<file path="config.mk">
export PLATFORM = sky130hd
export DESIGN_NAME = dffnsnq_bank_set_sequencer_flat
export DESIGN_NICKNAME = d
export VERILOG_FILES = /design/src/rtl/dffnsnq_bank_set_sequencer_if.sv /design/src/rtl/dffnsnq_bank_set_sequencer.sv /design/src/flat_wrapper.sv
export SDC_FILE = /design/constraint.sdc
export NUM_CORES = 1
export LEC_CHECK = 0
export BUFFER_PORTS_ARGS = -buffer_cell sky130_fd_sc_hd__buf_2
export CAP_MARGIN = 25
export CORE_ASPECT_RATIO = 1.75
export CORE_MARGIN = 5
export CORE_UTILIZATION = 45
export CTS_CLUSTER_SIZE = 24
export DETAILED_ROUTE_END_ITERATION = 8
export GPL_ROUTABILITY_DRIVEN = 1
export GPL_TIMING_DRIVEN = 1
export PLACE_DENSITY = 0.66
export SYNTH_ARGS = -nofsm -noshare
export SYNTH_HDL_FRONTEND = slang
export SYNTH_SLANG_ARGS = --single-unit
export TNS_END_PERCENT = 10
</file>
<file path="constraint.sdc">
create_clock -name CLK -period 3.8 [get_ports CLK]
set_input_delay 0.19 -clock CLK [delete_from_list [all_inputs] [get_ports CLK]]
set_output_delay 0.19 -clock CLK [all_outputs]
set_load 0.03 [all_outputs]
</file>
<file path="src/rtl/dffnsnq_bank_set_sequencer_if.sv">
// Request/handshake bundle between the bank requesters and the shared
// async-set sequencer; the master side drives requests and counts.
interface dffnsnq_bank_set_sequencer_if #(
  parameter int NBANK = 4,
  parameter int CW    = 4
);
  logic [NBANK-1:0] REQ;
  logic [CW-1:0]    PULSE_CYC;
  logic [CW-1:0]    REC_CYC;
  logic [NBANK-1:0] SETN_O;
  logic [NBANK-1:0] CKEN_O;
  logic [NBANK-1:0] ACK;
  logic             BUSY;

  modport master (
    output REQ, PULSE_CYC, REC_CYC,
    input  SETN_O, CKEN_O, ACK, BUSY
  );

  modport slave (
    input  REQ, PULSE_CYC, REC_CYC,
    output SETN_O, CKEN_O, ACK, BUSY
  );
endinterface

</file>
<file path="src/rtl/dffnsnq_bank_set_sequencer.sv">
// Shared async-set sequencer: gates a bank clock, pulses its SETN low for a
// latched width, holds the clock off for recovery, then restores and acks.
module dffnsnq_bank_set_sequencer #(
  parameter int NBANK = 4,
  parameter int CW    = 4
) (
  input logic                         CLK,
  input logic                         RN,
  dffnsnq_bank_set_sequencer_if.slave bus
);

  localparam int GW = (NBANK > 1) ? $clog2(NBANK) : 1;

  typedef enum logic [2:0] {
    S_IDLE,
    S_GATE,
    S_ASSERT,
    S_RECOVER,
    S_DONE
  } state_t;

  state_t           r_state;
  logic [GW-1:0]    r_grant;
  logic [GW-1:0]    r_ptr;
  logic [CW-1:0]    r_plen;
  logic [CW-1:0]    r_rlen;
  logic [CW-1:0]    r_cnt;
  logic [NBANK-1:0] r_setn;
  logic [NBANK-1:0] r_cken;
  logic [NBANK-1:0] r_ack;
  logic             r_busy;

  state_t           w_state_nxt;
  logic [GW-1:0]    w_grant_nxt;
  logic [GW-1:0]    w_ptr_nxt;
  logic [CW-1:0]    w_plen_nxt;
  logic [CW-1:0]    w_rlen_nxt;
  logic [CW-1:0]    w_cnt_nxt;
  logic [NBANK-1:0] w_onehot;
  logic [NBANK-1:0] w_setn_nxt;
  logic [NBANK-1:0] w_cken_nxt;
  logic [NBANK-1:0] w_ack_nxt;
  logic             w_busy_nxt;
  logic             w_hit;
  logic [GW-1:0]    w_sel;
  logic [GW-1:0]    w_idx;

  // Round-robin search: first requester at or after the pointer, wrapping.
  always_comb begin
    w_hit = 1'b0;
    w_sel = '0;
    w_idx = '0;
    for (int i = 0; i < NBANK; i++) begin
      w_idx = GW'((int'(r_ptr) + i) % NBANK);
      if (!w_hit && bus.REQ[w_idx]) begin
        w_hit = 1'b1;
        w_sel = w_idx;
      end
    end
  end

  always_comb begin
    w_state_nxt = r_state;
    w_grant_nxt = r_grant;
    w_ptr_nxt   = r_ptr;
    w_plen_nxt  = r_plen;
    w_rlen_nxt  = r_rlen;
    w_cnt_nxt   = r_cnt;
    case (r_state)
      S_IDLE: begin
        if (w_hit) begin
          w_state_nxt = S_GATE;
          w_grant_nxt = w_sel;
          w_plen_nxt  = (bus.PULSE_CYC == '0) ? CW'(1) : bus.PULSE_CYC;
          w_rlen_nxt  = (bus.REC_CYC == '0) ? CW'(1) : bus.REC_CYC;
          w_cnt_nxt   = '0;
        end
      end
      S_GATE: begin
        w_state_nxt = S_ASSERT;
        w_cnt_nxt   = CW'(1);
      end
      S_ASSERT: begin
        if (r_cnt >= r_plen) begin
          w_state_nxt = S_RECOVER;
          w_cnt_nxt   = CW'(1);
        end else begin
          w_cnt_nxt = r_cnt + CW'(1);
        end
      end
      S_RECOVER: begin
        if (r_cnt >= r_rlen) begin
          w_state_nxt = S_DONE;
          w_cnt_nxt   = '0;
        end else begin
          w_cnt_nxt = r_cnt + CW'(1);
        end
      end
      S_DONE: begin
        w_state_nxt = S_IDLE;
        w_ptr_nxt   = (r_grant == GW'(NBANK - 1)) ? '0 : r_grant + GW'(1);
      end
      default: w_state_nxt = S_IDLE;
    endcase
  end

  // Outputs are decoded from the next state so every port comes off a flop.
  assign w_onehot = NBANK'(1) << w_grant_nxt;

  always_comb begin
    w_setn_nxt = '1;
    w_cken_nxt = '1;
    w_ack_nxt  = '0;
    w_busy_nxt = (w_state_nxt != S_IDLE);
    case (w_state_nxt)
      S_GATE:    w_cken_nxt = ~w_onehot;
      S_ASSERT: begin
        w_cken_nxt = ~w_onehot;
        w_setn_nxt = ~w_onehot;
      end
      S_RECOVER: w_cken_nxt = ~w_onehot;
      S_DONE:    w_ack_nxt  = w_onehot;
      default:   w_busy_nxt = 1'b0;
    endcase
  end

  always_ff @(posedge CLK or negedge RN) begin
    if (!RN) begin
      r_state <= S_IDLE;
      r_grant <= '0;
      r_ptr   <= '0;
      r_plen  <= '0;
      r_rlen  <= '0;
      r_cnt   <= '0;
      r_setn  <= '1;
      r_cken  <= '1;
      r_ack   <= '0;
      r_busy  <= 1'b0;
    end else begin
      r_state <= w_state_nxt;
      r_grant <= w_grant_nxt;
      r_ptr   <= w_ptr_nxt;
      r_plen  <= w_plen_nxt;
      r_rlen  <= w_rlen_nxt;
      r_cnt   <= w_cnt_nxt;
      r_setn  <= w_setn_nxt;
      r_cken  <= w_cken_nxt;
      r_ack   <= w_ack_nxt;
      r_busy  <= w_busy_nxt;
    end
  end

  assign bus.SETN_O = r_setn;
  assign bus.CKEN_O = r_cken;
  assign bus.ACK    = r_ack;
  assign bus.BUSY   = r_busy;

endmodule

</file>
<file path="src/flat_wrapper.sv">
// flat-port wrapper written by rule: the top's interface ports become plain ports
module dffnsnq_bank_set_sequencer_flat 
#(
  parameter int NBANK = 4,
  parameter int CW    = 4
)
  (CLK, RN, bus_REQ, bus_PULSE_CYC, bus_REC_CYC, bus_SETN_O, bus_CKEN_O, bus_ACK, bus_BUSY);
  dffnsnq_bank_set_sequencer_if #(.NBANK(NBANK), .CW(CW)) bus_i ();
  input logic CLK;
  input logic RN;
  input wire logic [$bits(bus_i.REQ)-1:0] bus_REQ;
  input wire logic [$bits(bus_i.PULSE_CYC)-1:0] bus_PULSE_CYC;
  input wire logic [$bits(bus_i.REC_CYC)-1:0] bus_REC_CYC;
  output wire logic [$bits(bus_i.SETN_O)-1:0] bus_SETN_O;
  output wire logic [$bits(bus_i.CKEN_O)-1:0] bus_CKEN_O;
  output wire logic [$bits(bus_i.ACK)-1:0] bus_ACK;
  output wire logic [$bits(bus_i.BUSY)-1:0] bus_BUSY;
  assign bus_i.REQ = bus_REQ;
  assign bus_i.PULSE_CYC = bus_PULSE_CYC;
  assign bus_i.REC_CYC = bus_REC_CYC;
  assign bus_SETN_O = bus_i.SETN_O;
  assign bus_CKEN_O = bus_i.CKEN_O;
  assign bus_ACK = bus_i.ACK;
  assign bus_BUSY = bus_i.BUSY;
  dffnsnq_bank_set_sequencer #(.NBANK(NBANK), .CW(CW)) u_core (.CLK(CLK), .RN(RN), .bus(bus_i));
endmodule
</file>
* Yosys cells after proc, flatten, opt, wreduce, memory -nomap -nowiden
Index checks and enable logic that the tools add are counted.
** Word-level totals
- Flip-flop bits (word level) :: 32
- Input bits :: 14
- Output and inout bits :: 13
- Word-level logic and storage cells :: 81
** Cells by class
- $add $sub $neg :: 5
- $lt $le $gt $ge :: 6
- Equal/unequal tests :: 10
- Shift operators :: 1
- Muxes and demuxes :: 33
- Bitwise operators :: 1
- Reduce and logical (&&, ||, !) cells :: 15
** Operators with widths (count)
- $mux 4 :: 8
- $pmux 4 s4 :: 1
- $mux 2 :: 7
- $eq 3x2->1 const B :: 4
- $lt 2x3->1 const B :: 4
- $pmux 3 s4 :: 1
- $mux 1 :: 9
- $mux 3 :: 3
- $bmux 1 s2 :: 4
- $ge 4x4->1 :: 2
- $logic_not 4->1 :: 2
- $eq 3x1->1 const B :: 2
- $eq 3x3->1 const B :: 2
- $add 2x1->2 const B :: 2
- $add 2x2->2 const B :: 2
- $add 4x1->4 const B :: 1
- $not 4->4 :: 1
- $reduce_and 2->1 :: 2
- $reduce_bool 4->1 :: 1
- $reduce_or 4->1 :: 1
- $shl 1x2->4 const A :: 1
- $logic_and 1x1->1 :: 3
- $logic_not 1->1 :: 3
- $logic_not 3->1 :: 1
- 4 further kinds :: 4

* Depth between registers and ports, before layout
- Depth in word-level cells :: 17
- Depth in mapped cells :: 7
- Depth with buffers taken out :: 7

* Least setup slack after synthesis
OpenSTA, ideal clock, no wires.
- Kind :: reg2reg
- Start :: reg u_core.r_cnt[0]
- End :: reg u_core.r_cnt[2]
- Library setup time :: 0.087 ns
- Arrival :: 1.848 ns
- Required time :: 3.713 ns
- Slack :: 1.866 ns
- Stages on the path, launching flop included :: 8
- Buffers on the path :: 0
- Period minus slack after synthesis :: 1.934 ns
- Cell sequence :: dfrtp_1 inv_1 ha_1 nand2b_1 a2111oi_2 nor3_1 a2111o_1 o211ai_1
** Between the ends
- Cells in the longest elaborated chain, start to end :: 3
- Elaborated cells on any way between the ends :: 6
- Those cells by class :: add/sub: 1; order compare: 2; mux: 3
** RTL lines
- start, declared :: line dffnsnq_bank_set_sequencer.sv:27 : logic [CW-1:0] r_cnt;
- start signal, assigned :: line dffnsnq_bank_set_sequencer.sv:145 : r_cnt <= w_cnt_nxt;
- $add 4x1->4, or another cell as far along :: line dffnsnq_bank_set_sequencer.sv:88, dffnsnq_bank_set_sequencer.sv:96
- $mux 4 (on tied branches) :: line dffnsnq_bank_set_sequencer.sv:92, dffnsnq_bank_set_sequencer.sv:84
- $pmux 4 s4 * :: line dffnsnq_bank_set_sequencer.sv:69 : case (r_state)
Every way passes the cells marked *; elsewhere a longest branch is shown, timed or not.
A chain may end at the register's enable or synchronous reset.

* Worst setup path in the final report
- Start :: reg u_core.r_cnt[0]
- End :: reg u_core.r_cken[2], in the netlist u_core.bus.CKEN_O[2]
** Between the ends
- Cells in the longest elaborated chain, start to end :: 6
- Elaborated cells on any way between the ends :: 10
- Those cells by class :: order compare: 2; eq/ne: 3; mux: 4; reduce/logical: 1
** RTL lines
- $ge 4x4->1 (on tied branches) :: line dffnsnq_bank_set_sequencer.sv:92, dffnsnq_bank_set_sequencer.sv:84
- $mux 3 (on tied branches) :: line dffnsnq_bank_set_sequencer.sv:92, dffnsnq_bank_set_sequencer.sv:84
- $pmux 3 s4 * :: line dffnsnq_bank_set_sequencer.sv:69
- $eq 3x1->1 / $eq 3x2->1 (equally long branches) :: line dffnsnq_bank_set_sequencer.sv:115 : case (w_state_nxt)
- $reduce_or 3->1 (no source line) *
- $mux 4 *
- net u_core.w_cken_nxt[2] :: line dffnsnq_bank_set_sequencer.sv:41 : logic [NBANK-1:0] w_cken_nxt;
- end signal, assigned :: line dffnsnq_bank_set_sequencer.sv:147 : r_cken <= w_cken_nxt;
- end, declared :: line dffnsnq_bank_set_sequencer.sv:29 : logic [NBANK-1:0] r_cken;
The timed path passes the listed nets; every way through them passes the cells marked *.

==> results.yml <==
status:
  run_status: "finished, final reports clean"
worst_setup_path:
  cp.arrival_ns: 2.41
  critPathCaptureType: "flip-flop"
  critical_path.cell_chain: "inv_1, ha_1, nand2b_1, a2111oi_0, a21oi_1, a221oi_1, nand2_1"
  critPathLaunchType: "flip-flop"
  cp_max_fo: 6
  worstPathRequired_ns: 4.00
  cp_slowest_cell: "a221oi_1"
  critPathKind: "reg -> reg"
  slowest_delay_ns: 0.50
route:
  dr_wl_met2_um: 1970
  route.vias.total: 1210
  routed_via_density: 5.31
  drt-met1-wl_um: 1200
  wl_met3_um: 174
  finalWirelength_um: 3520
  top_layer: "met4"
  first_pass_iters: 4
  drtIter0Drc: 23
  postRouteAntennaNets: 0
  drc: 0
  wl_per_cell_um: 15.4
floorplan:
  rows: 29
  fp.dieArea_sq_um: 5010
  die_y_um: 89.9
  ios: 27
  die_x_um: 55.7
  core_sq_um: 3590
  initial_core_util_pct: 45.7
clock_network:
  cts_resized: 0
  worstSkewPairLatency_ns: 0.28
  postCtsSetupRepairBufs: 0
  cts_made_buffers: 5
  cts.sinks: 32
  h-tree-depth: 2
  cts_tree: "done"
  path_clk_slew_ns: 0.07
  clock_path_buffers: 2
  cts_root_buffer: "clkbuf_8"
cells_and_area:
  multi_input_area_sq_um: 746
  seqCellArea_sq_um: 811
  final_area_sq_um: 1930
  n_fill_cell: 319
  drive_gt1_share_pct: 33.0
  diodes: 0
  nNetsFinal: 205
  synthToLayoutAreaGrowth_pct: 17.7
yosys:
  synth_cells: 150
  ys_ff_latch: 32
  synth.top_cell.area_share_pct: 36.6
  synth_warnings: 0
  avgSynthCellArea_sq_um: 11.0
  ys_types: 38
  syn_area_sq_um: 1640
  synth_fp_nets: 174
  synthTopCellsByArea: "dfrtp_1 (37%), dfstp_2 (13%), ha_1 (7.6%), mux2_2 (5.5%), nand2_1 (4.8%)"
  yosysSeqAreaShare_pct: 49.4
  synth_top_cell_by_area: "dfrtp_1"
power:
  netSwitchingFraction_pct: 38.7
  combPwrFrac_pct: 42.9
  p_leak_nw: 0.923
  switchingPower_uw: 643
  p_seq_share_pct: 35.6
  ir_drop_mv: 0.518
  p_per_area_nw_per_um2: 858
  power.internal_mw: 1.02
  clockPowerShare_pct: 21.5
grt:
  grt_pass1_vias: 1348
  grt_pass1_wl_um: 5960
  overflow: 0
  grt_usage_pct: 15.6
  antenna_found_initial: 0
  grt_max_degree: 33
placed_design:
  dpl_cell_area_sq_um: 1800
  place.gp.congestion: 0.845
  dp_hpwl_um: 2800
  portBuffers: 26
sta:
  fin_crit_ns: 2.21
  finalSetupViolCount: 0
  rsz0062_at_grt: "false"
  fin_tns_setup_ns: 0
  skew_ns: 0.00271
  fin_crit_sh_pct: 58.2
  slew_headroom_pct: 53.8
  final-hold-violation-count: 0
  fmaxAchievable_mhz: 453
  worst_slew_pin_slew_ns: 0.692
  slew_violations: 0
worst_hold_path:
  worstHoldPathType: "in -> reg"
run:
  maxCapViolCount: 0
## final timing paths
path / cells past startpoint / slack (ns) / end / start
max: 7 / 1.59 / u_core.bus.CKEN_O[2]$_DFF_PN1_ / u_core.r_cnt[0]$_DFFE_PN0P_
min: 2 / 0.15 / u_core.r_rlen[1]$_DFFE_PN0P_ / bus_REC_CYC[1]
max reg2reg: 7 / 1.59 / u_core.bus.CKEN_O[2]$_DFF_PN1_ / u_core.r_cnt[0]$_DFFE_PN0P_
min reg2reg: 2 / 0.50 / u_core.r_rlen[0]$_DFFE_PN0P_ / u_core.r_rlen[0]$_DFFE_PN0P_
max in group asynchronous: 2 / 2.87 / u_core.r_plen[0]$_DFFE_PN0P_ / RN
min in group asynchronous: 2 / 0.48 / u_core.r_cnt[1]$_DFFE_PN0P_ / RN
## per-stage QoR
step                      power (mW)  util, %  worst slack (ns)  hold WS (ns)  instances
after floorplan                 1.14        -              1.87        -0.106        150
after global placement          1.28     50.0              1.72         0.276        219
after detailed placement        1.32     50.0              1.58         0.276        219
after CTS                       1.68     53.8              1.57         0.147        228
after global routing            1.80     53.8              1.36         0.148        228
final                           1.66     53.8              1.59         0.151        228
## cells by family after synthesis
kind of cell,after synthesis,synth area share [%]
AND/OR/NAND/NOR,52,18.1
flip-flops,32,49.4
AO/OA/AOI/OAI,31,14.2
buffers and inverters,17,5.25
adder cells (fa/ha/maj),10,7.62
multiplexers,8,5.48
## state kept, by name, indices dropped and copies added, names as in the netlist
name and cells:
u_core.bus.ACK 4, u_core.r_state 3, u_core.r_grant 2, u_core.bus.CKEN_O 4, u_core.r_ptr 2, u_core.r_cnt 4, u_core.r_plen 4, u_core.bus.SETN_O 4
u_core.bus.BUSY 1, u_core.r_rlen 4
## critical path: cells and delay by family (launching register included)
kind	cells	cell delay, ns
DFF	1	0.39
buffers and inverters	1	0.08
adders and majority gates	1	0.28
AOI/OAI and AO/OA	3	1.13
and+or+nand+nor	2	0.26
## routing by layer
layer	up-vias	track usage (%)
li1	585	-
met1	585	14.0
met2	27	28.4
met3	13	5.01
met4	0	10.5
met5	-	0
## power groups by stage
stage	clock network, mW	registers [mW]	logic, mW
finish	0.356	0.591	0.712
global route	0.382	0.607	0.813
CTS	0.364	0.591	0.727
detailed placement	0	0.596	0.724
global placement	0	0.591	0.693
floorplan	0	0.639	0.504
## final cells by class
type | instances | share of cell area (%)
Multi-Input combinational cell | 101 | 38.6
Sequential cell | 32 | 41.9
Timing Repair Buffer | 27 | 7.25
Inverter | 14 | 2.72
Clock buffer | 7 | 4.98
Clock inverter | 1 | 1.55
Tap cell | 46 | 2.98
## layout by cell type, fill, tap and decap left out, drive strengths merged, types with 2 or more instances in the layout
| master | n |
|---|---|
| nor3 | 6 |
| buf | 26 |
| nand3 | 2 |
| ha | 10 |
| nor2b | 6 |
| nand2b | 6 |
| o21a | 2 |
| dfrtp | 24 |
| a21o | 3 |
| inv | 14 |
| a21boi | 2 |
| o21ai | 7 |
| a2111oi | 2 |
| nand2 | 21 |
| a21oi | 5 |
| dfstp | 8 |
| clkbuf | 7 |
| mux2 | 8 |
| nor4 | 2 |
| nor2 | 5 |
## synth_stat cells
master / instances
and3b_2: 1
and3_4: 1
a211oi_1: 1
o31ai_1: 1
o21bai_1: 1
mux2_2: 8
o211a_1: 1
a21boi_2: 1
a21o_1: 3
nor2b_4: 2
nand2_1: 21
o21a_1: 2
a2111o_1: 1
a32o_2: 1
buf_6: 3
a21oi_1: 4
nand3_1: 2
dfstp_2: 8
a21oi_2: 1
nor2_1: 5
a2111oi_0: 1
nor4_4: 1
nor3_1: 6
a2111oi_2: 1
ha_1: 10
nor4_2: 1
a221oi_1: 1
nand3b_1: 1
o211ai_1: 1
inv_1: 14
dfrtp_1: 24
nor2b_1: 4
o21ai_0: 7
o311ai_0: 1
nand2b_1: 6
or4_1: 1
a21boi_0: 1
o221ai_1: 1
## repair_timing
| item | 4_1_cts | 5_1_grt |
|---|---|---|
| endpoints found under the hold margin | 24 | 0 |
| endpoints found under the setup margin | 0 | 0 |
| hold buffers | 1 | 0 |
Note: power is estimated with default switching activity, not from simulation.
